==> config.mk <==
export PLATFORM = sky130hd
export DESIGN_NAME = audio_sample_packer
export DESIGN_NICKNAME = d
export VERILOG_FILES = /design/src/rtl/audio_pkg.sv /design/src/rtl/audio_sample_fifo.sv /design/src/rtl/audio_sample_packer.sv
export SDC_FILE = /design/constraint.sdc
export NUM_CORES = 1
export LEC_CHECK = 0
export CAP_MARGIN = 20
export CORE_ASPECT_RATIO = 1.2
export CORE_MARGIN = 1
export CORE_UTILIZATION = 48
export DETAILED_ROUTE_END_ITERATION = 16
export PLACE_DENSITY = 0.85
export SLEW_MARGIN = 20
export SYNTH_ARGS = -nofsm -noshare
export SYNTH_HDL_FRONTEND = slang
export SYNTH_SLANG_ARGS = --single-unit
export TNS_END_PERCENT = 5
==> constraint.sdc <==
create_clock -name clk_pixel -period 15.53 [get_ports clk_pixel]
set_input_delay 3.8825 -clock clk_pixel [delete_from_list [all_inputs] [get_ports clk_pixel]]
set_output_delay 3.8825 -clock clk_pixel [all_outputs]
set_load 0.1 [all_outputs]
==> src/rtl/audio_pkg.sv <==
// Shared types and constants for the HDMI audio sample packer.
// Contents: packet type code, IEC 60958 block length, FIFO entry payload,
// and a 24-bit even-parity helper.
package audio_pkg;

  localparam logic [7:0]  AUDIO_SAMPLE_PACKET_TYPE = 8'h02;
  localparam int unsigned IEC_BLOCK_FRAMES         = 192;
  localparam int unsigned PCM24_W                  = 24;
  localparam int unsigned SUBPKT_W                 = 56;
  localparam int unsigned NUM_SUBPKT               = 4;
  localparam int unsigned FRAME_IDX_W              = 8;
  localparam int unsigned POP_CNT_W                = 3;

  // One buffered stereo frame: left-justified samples plus block-start and channel-status bits
  typedef struct packed {
    logic [PCM24_W-1:0] left;
    logic [PCM24_W-1:0] right;
    logic               b;
    logic               c;
  } audio_entry_t;

  // XOR-reduction of a 24-bit sample; XOR in V/U/C to get the IEC parity bit
  function automatic logic even_parity24(input logic [PCM24_W-1:0] data);
    return ^data;
  endfunction

endpackage

==> src/rtl/audio_sample_fifo.sv <==
// Sample-pair FIFO with single push and multi-entry (0..4) pop per cycle.
// The four oldest entries are exposed combinationally so the packer can
// format a whole packet in one edge.
// Ports:
//   i_clk, i_rst     clock, asynchronous active-high reset
//   i_push, i_data   write one entry (caller guarantees space after the pop)
//   i_pop_cnt        number of entries to retire this edge (0..4, <= count)
//   o_peek_c         oldest four entries, combinational (valid below count)
//   o_count          registered occupancy
module audio_sample_fifo
  import audio_pkg::*;
#(
  parameter int unsigned DEPTH = 4
) (
  input  logic                         i_clk,
  input  logic                         i_rst,
  input  logic                         i_push,
  input  audio_entry_t                 i_data,
  input  logic [POP_CNT_W-1:0]         i_pop_cnt,
  output audio_entry_t [NUM_SUBPKT-1:0] o_peek_c,
  output logic [$clog2(DEPTH+1)-1:0]   o_count
);

  localparam int unsigned PTR_W = $clog2(DEPTH);
  localparam int unsigned CNT_W = $clog2(DEPTH+1);

  audio_entry_t     r_mem [DEPTH];
  logic [PTR_W-1:0] r_wr_ptr;
  logic [PTR_W-1:0] r_rd_ptr;

  // Storage array, no reset needed: occupancy gates every read
  always_ff @(posedge i_clk) begin
    if (i_push) begin
      r_mem[r_wr_ptr] <= i_data;
    end
  end

  // Pointers and occupancy; depth is a power of two so pointers wrap naturally
  always_ff @(posedge i_clk or posedge i_rst) begin
    if (i_rst) begin
      r_wr_ptr <= '0;
      r_rd_ptr <= '0;
      o_count  <= '0;
    end else begin
      if (i_push) begin
        r_wr_ptr <= r_wr_ptr + PTR_W'(1);
      end
      r_rd_ptr <= r_rd_ptr + PTR_W'(i_pop_cnt);
      o_count  <= o_count + CNT_W'(i_push) - CNT_W'(i_pop_cnt);
    end
  end

  // Oldest four entries in age order
  always_comb begin
    o_peek_c = '0;
    for (int i = 0; i < int'(NUM_SUBPKT); i++) begin
      o_peek_c[i] = r_mem[PTR_W'(r_rd_ptr + PTR_W'(i))];
    end
  end

endmodule

==> src/rtl/audio_sample_packer.sv <==
// HDMI Audio Sample Packet builder (type 0x02, 2-channel layout 0).
// Buffers stereo PCM pairs, tags IEC 60958 B/C/U/V/P bits and presents a
// header plus four subpackets that stay stable until the scheduler takes them.
// Optional feature macro: AUDIO_PACKER_OVERFLOW_EN (sticky overflow flag and
// 16-bit saturating drop counter r_drop_cnt).
// Ports:
//   clk_pixel, reset              pixel clock, asynchronous active-high reset
//   sample_valid, sample_l/_r     new stereo pair strobe and data
//   channel_status                192-bit IEC channel-status block
//   packet_take                   scheduler consumes the presented packet
//   packet_ready                  a non-empty packet can be presented
//   header                        {HB2, HB1, HB0}
//   sub                           subpackets 0..3
//   overflow                      sticky drop indication (macro only)
module audio_sample_packer
  import audio_pkg::*;
#(
  parameter int unsigned SAMPLE_WIDTH = 16,
  parameter int unsigned FIFO_DEPTH   = 4
) (
  input  logic                               clk_pixel,
  input  logic                               reset,
  input  logic                               sample_valid,
  input  logic [SAMPLE_WIDTH-1:0]            sample_l,
  input  logic [SAMPLE_WIDTH-1:0]            sample_r,
  input  logic [IEC_BLOCK_FRAMES-1:0]        channel_status,
  input  logic                               packet_take,
  output logic                               packet_ready,
  output logic [23:0]                        header,
  output logic [NUM_SUBPKT-1:0][SUBPKT_W-1:0] sub,
  output logic                               overflow
);

  localparam int unsigned CNT_W = $clog2(FIFO_DEPTH+1);

  logic [FRAME_IDX_W-1:0]          r_frame_idx;
  audio_entry_t                    w_entry;
  audio_entry_t [NUM_SUBPKT-1:0]   w_peek;
  logic [CNT_W-1:0]                w_count;
  logic [CNT_W-1:0]                w_count_next;
  logic                            w_full;
  logic                            w_take;
  logic                            w_push;
  logic [POP_CNT_W-1:0]            w_pop_cnt;
  logic [NUM_SUBPKT-1:0]           w_sp;
  logic [NUM_SUBPKT-1:0]           w_b;
  logic [NUM_SUBPKT-1:0][SUBPKT_W-1:0] w_sub_next;

  // Subpacket layout: MSB byte of each sample first, status byte last; V=U=0
  function automatic logic [SUBPKT_W-1:0] fmt_sub(input audio_entry_t e);
    logic p_l;
    logic p_r;
    p_l = even_parity24(e.left)  ^ e.c;
    p_r = even_parity24(e.right) ^ e.c;
    return {p_r, e.c, 1'b0, 1'b0, p_l, e.c, 1'b0, 1'b0,
            e.right[7:0], e.right[15:8], e.right[23:16],
            e.left[7:0],  e.left[15:8],  e.left[23:16]};
  endfunction

  // A take pops whatever existed before the edge; a pop always frees room for a same-cycle push
  assign w_full       = (w_count == CNT_W'(FIFO_DEPTH));
  assign w_take       = packet_take && (w_count != '0);
  assign w_pop_cnt    = !w_take                    ? '0 :
                        (w_count >= CNT_W'(NUM_SUBPKT)) ? POP_CNT_W'(NUM_SUBPKT) :
                                                     POP_CNT_W'(w_count);
  assign w_push       = sample_valid && (!w_full || w_take);
  assign w_count_next = w_count + CNT_W'(w_push) - CNT_W'(w_pop_cnt);

  // Left-justify into 24 bits and tag with this frame's B and C bits
  always_comb begin
    w_entry       = '0;
    w_entry.left  = PCM24_W'(sample_l) << (PCM24_W - SAMPLE_WIDTH);
    w_entry.right = PCM24_W'(sample_r) << (PCM24_W - SAMPLE_WIDTH);
    w_entry.b     = (r_frame_idx == '0);
    w_entry.c     = channel_status[r_frame_idx];
  end

  audio_sample_fifo #(
    .DEPTH (FIFO_DEPTH)
  ) u_fifo (
    .i_clk     (clk_pixel),
    .i_rst     (reset),
    .i_push    (w_push),
    .i_data    (w_entry),
    .i_pop_cnt (w_pop_cnt),
    .o_peek_c  (w_peek),
    .o_count   (w_count)
  );

  // Frame counter advances only on accepted pairs
  always_ff @(posedge clk_pixel or posedge reset) begin
    if (reset) begin
      r_frame_idx <= '0;
    end else if (w_push) begin
      r_frame_idx <= (r_frame_idx == FRAME_IDX_W'(IEC_BLOCK_FRAMES - 1)) ?
                     '0 : r_frame_idx + FRAME_IDX_W'(1);
    end
  end

  // Next packet contents: populated slots first, remainder zeroed
  always_comb begin
    w_sp       = '0;
    w_b        = '0;
    w_sub_next = '0;
    for (int i = 0; i < int'(NUM_SUBPKT); i++) begin
      if (POP_CNT_W'(i) < w_pop_cnt) begin
        w_sp[i]       = 1'b1;
        w_b[i]        = w_peek[i].b;
        w_sub_next[i] = fmt_sub(w_peek[i]);
      end
    end
  end

  // Presentation registers update only on an effective take
  always_ff @(posedge clk_pixel or posedge reset) begin
    if (reset) begin
      header       <= '0;
      sub          <= '0;
      packet_ready <= 1'b0;
    end else begin
      packet_ready <= (w_count_next != '0);
      if (w_take) begin
        header <= {w_b, 4'b0000, 3'b000, 1'b0, w_sp, AUDIO_SAMPLE_PACKET_TYPE};
        sub    <= w_sub_next;
      end
    end
  end

`ifdef AUDIO_PACKER_OVERFLOW_EN
  logic        w_drop;
  logic [15:0] r_drop_cnt;

  assign w_drop = sample_valid && w_full && !w_take;

  // Sticky flag plus saturating debug counter of dropped pairs
  always_ff @(posedge clk_pixel or posedge reset) begin
    if (reset) begin
      overflow   <= 1'b0;
      r_drop_cnt <= '0;
    end else if (w_drop) begin
      overflow <= 1'b1;
      if (r_drop_cnt != 16'hFFFF) begin
        r_drop_cnt <= r_drop_cnt + 16'd1;
      end
    end
  end
`else
  assign overflow = 1'b0;
`endif

endmodule

==> reports/metrics.csv <==
stage,metric,value,unit
die,die_x,174,µm
logic_synthesis,syn_area,17100,µm²
clock_network,cts_resized,0,
critical_path,worstPathMaxFanout,15,
clock_network,clkSinkCount,301,
critical_path,crit_required,15.98,ns
placement,gp_congestion,0.883,
timing,rsz0062_at_grt,no,
hold_path,hp-class,reg -> reg,
logic_synthesis,yosys_register_bits,301,
drt,route.detailed.drc,0,
timing,slew_violations,0,
layout,drive_gt1_share,18.7,%
grt,grt_overflow_total,0,
layout,nFillCells,2513,
run,maxCapViolations,0,
timing,slew_headroom,25.9,%
drt,firstDrtPassIters,5,
critical_path,worstSetupPathType,in -> reg,
logic_synthesis,ys_seq_area_share,48.0,%
drt,drt_iter0_markers,771,
grt,grt_max_degree,97,
die,row_count,75,
run_status,status,"finished, final reports clean",
timing,setup_viol,0,
die,core,35000,µm²
layout,final_common_cell,clkdlybuf4s50_1,
layout,fin_nets,1672,
clock_network,post_cts_buffers,0,
clock_network,cts-hold-fix-buffers,0,
logic_synthesis,synthCells,1088,
logic_synthesis,synth.avg_cell_area,15.7,µm²
clock_network,htree_levels,1,
drt,ant_nets,0,
drt,wire_per_inst,23.7,µm
timing,whs,0.478,ns
grt,grt_pass1_vias,11500,
clock_network,clk-insertion-delay-late,0.58,ns
die,die_h,209,µm
placement,place.port_buffers,381,
clock_network,cts_made_buffers,30,
drt,num_vias,11200,
layout,finalNonFillerCells,1923,
die,io_pins,478,
timing,post-route-period-util,41.2,%
logic_synthesis,ys_warn_count,0,
layout,post-route-util,62.4,%
clock_network,root_buffer,clkbuf_16,
drt,viasPerCell,5.83,
drt,wirelength,45.6,mm
timing,fin_skew,0.0158,ns
critical_path,critPathArrivalTime,6.85,ns
timing,hold_viol,0,
placement,place_inst,1862,
die,initial_utilization,48.9,%
timing,tightestPinTransition,1.11,ns
clock_network,path_clk_slew,0.06,ns
critical_path,end_kind,flop,
logic_synthesis,netlist-cell-type-count,46,
logic_synthesis,ys_async_sr_fraction,54.8,%
layout,syn_to_final_growth,27.6,%
timing,max_freq,0.156,GHz
clock_network,cts_max_path_buffers,3,
logic_synthesis,synth_edf_count,136,
grt,grt_util_all_layers,25.0,%
grt,antenna_found_initial,6,
logic_synthesis,synth_ff_type,dfrtp_1,
placement,place_hpwl,33.7,mm
timing,fin_crit,6.40,ns
die,die-area,36400,µm²
timing,tns,0,ns
layout,layout_common_cells,"clkdlybuf4s50_1, dfrtp_1, mux4_2",
critical_path,worstSetupStartpointType,input pin,
grt,grt_pass1_wl,68.0,mm
clock_network,cts_tree,built,
-- cells in the mapped netlist, types with 5 or more instances --
library cell	instances	area, µm²
dfrtp_1	165	4130
mux4_2	156	3510
edfxtp_1	136	4080
buf_4	113	848
xnor2_1	108	946
a22o_1	102	893
mux2_2	43	484
clkbuf_1	39	146
nand2_1	29	109
mux2i_1	24	240
mux4_1	17	447
o21ai_0	17	85.1
buf_2	11	55.1
ha_1	10	125
nor2_1	10	37.5
xor2_1	10	87.6
buf_6	9	101
inv_1	9	33.8
xnor3_1	9	203
a22oi_1	8	60.1
a21oi_1	7	35.0
and2_1	6	37.5
nand2b_1	6	37.5
o21ai_1	5	25.0
-- routing by layer --
layer / up-vias / GRT usage, % / share of wire (%) / routed length (µm)
met5: - / 0 / 0 / 0
met4: 0 / 14.1 / 5.4 / 2440
met3: 104 / 3.07 / 7.2 / 3290
met2: 609 / 44.2 / 53 / 23900
met1: 5722 / 29.5 / 35 / 15900
li1: 4782 / - / - / -
-- worst max-delay path, stage by stage --
cell and delay, ns:
clkdlybuf4s50_1 0.64, nand2b_1 0.20, o31a_1 0.44, inv_1 0.09
ha_1 0.29, inv_1 0.04, ha_1 0.20, fa_1 0.46
xnor2_1 0.20, xnor2_1 0.09, or3_1 0.31
-- final cells by class --
type	instances	area, µm²	share of cell area [%]
flip-flops and latches	301	8230	37.7
multi-input cells	695	8000	36.6
clock buffers	48	911	4.17
diodes	4	10.0	0.0459
clock inverters	8	115	0.527
repair buffers	396	3950	18.1
well taps	462	578	2.65
inverters	9	38.8	0.178
-- cell families after synthesis --
| group | synth area share, % |
|---|---|
| AND/OR/NAND/NOR | 1.76 |
| buffers and inverters | 7.41 |
| multiplexers | 27.4 |
| AO/OA/AOI/OAI | 7.12 |
| adder cells (fa/ha/maj) | 0.849 |
| XOR/XNOR | 7.42 |
| flip-flops | 48.0 |
| other | 0.0219 |
-- through the flow --
step | setup WS [ns] | instance area (µm²)
floorplan | 7.19 | 17500
CTS | 9.12 | 21800
global placement | 8.68 | 20800
finish | 9.13 | 21800
detailed placement | 8.52 | 20800
global route | 8.93 | 21800
-- flip-flops by register name, summed over array words and instances (netlist names) --
signal / count
u_fifo.r_rd_ptr: 2
packet_ready: 1
u_fifo.r_mem: 136
u_fifo.r_wr_ptr: 2
u_fifo.o_count: 3
r_frame_idx: 8
sub: 140
header: 9
-- worst paths after layout --
path | startpoint | to | slack, ns | depth (start not counted)
min reg2reg | header[8] | header[8] | 0.48 | 1
min | header[8] | header[8] | 0.48 | 1
min in group asynchronous | reset | sub[27] | 3.86 | 2
max reg2reg | u_fifo.r_rd_ptr[0] | sub[107] | 11.88 | 7
max | packet_take | packet_ready | 9.13 | 11
max in group asynchronous | reset | r_frame_idx[0] | 10.02 | 3
Power is not shown: default switching activity piles up to over one toggle a cycle in this logic, so the estimate is an artifact.
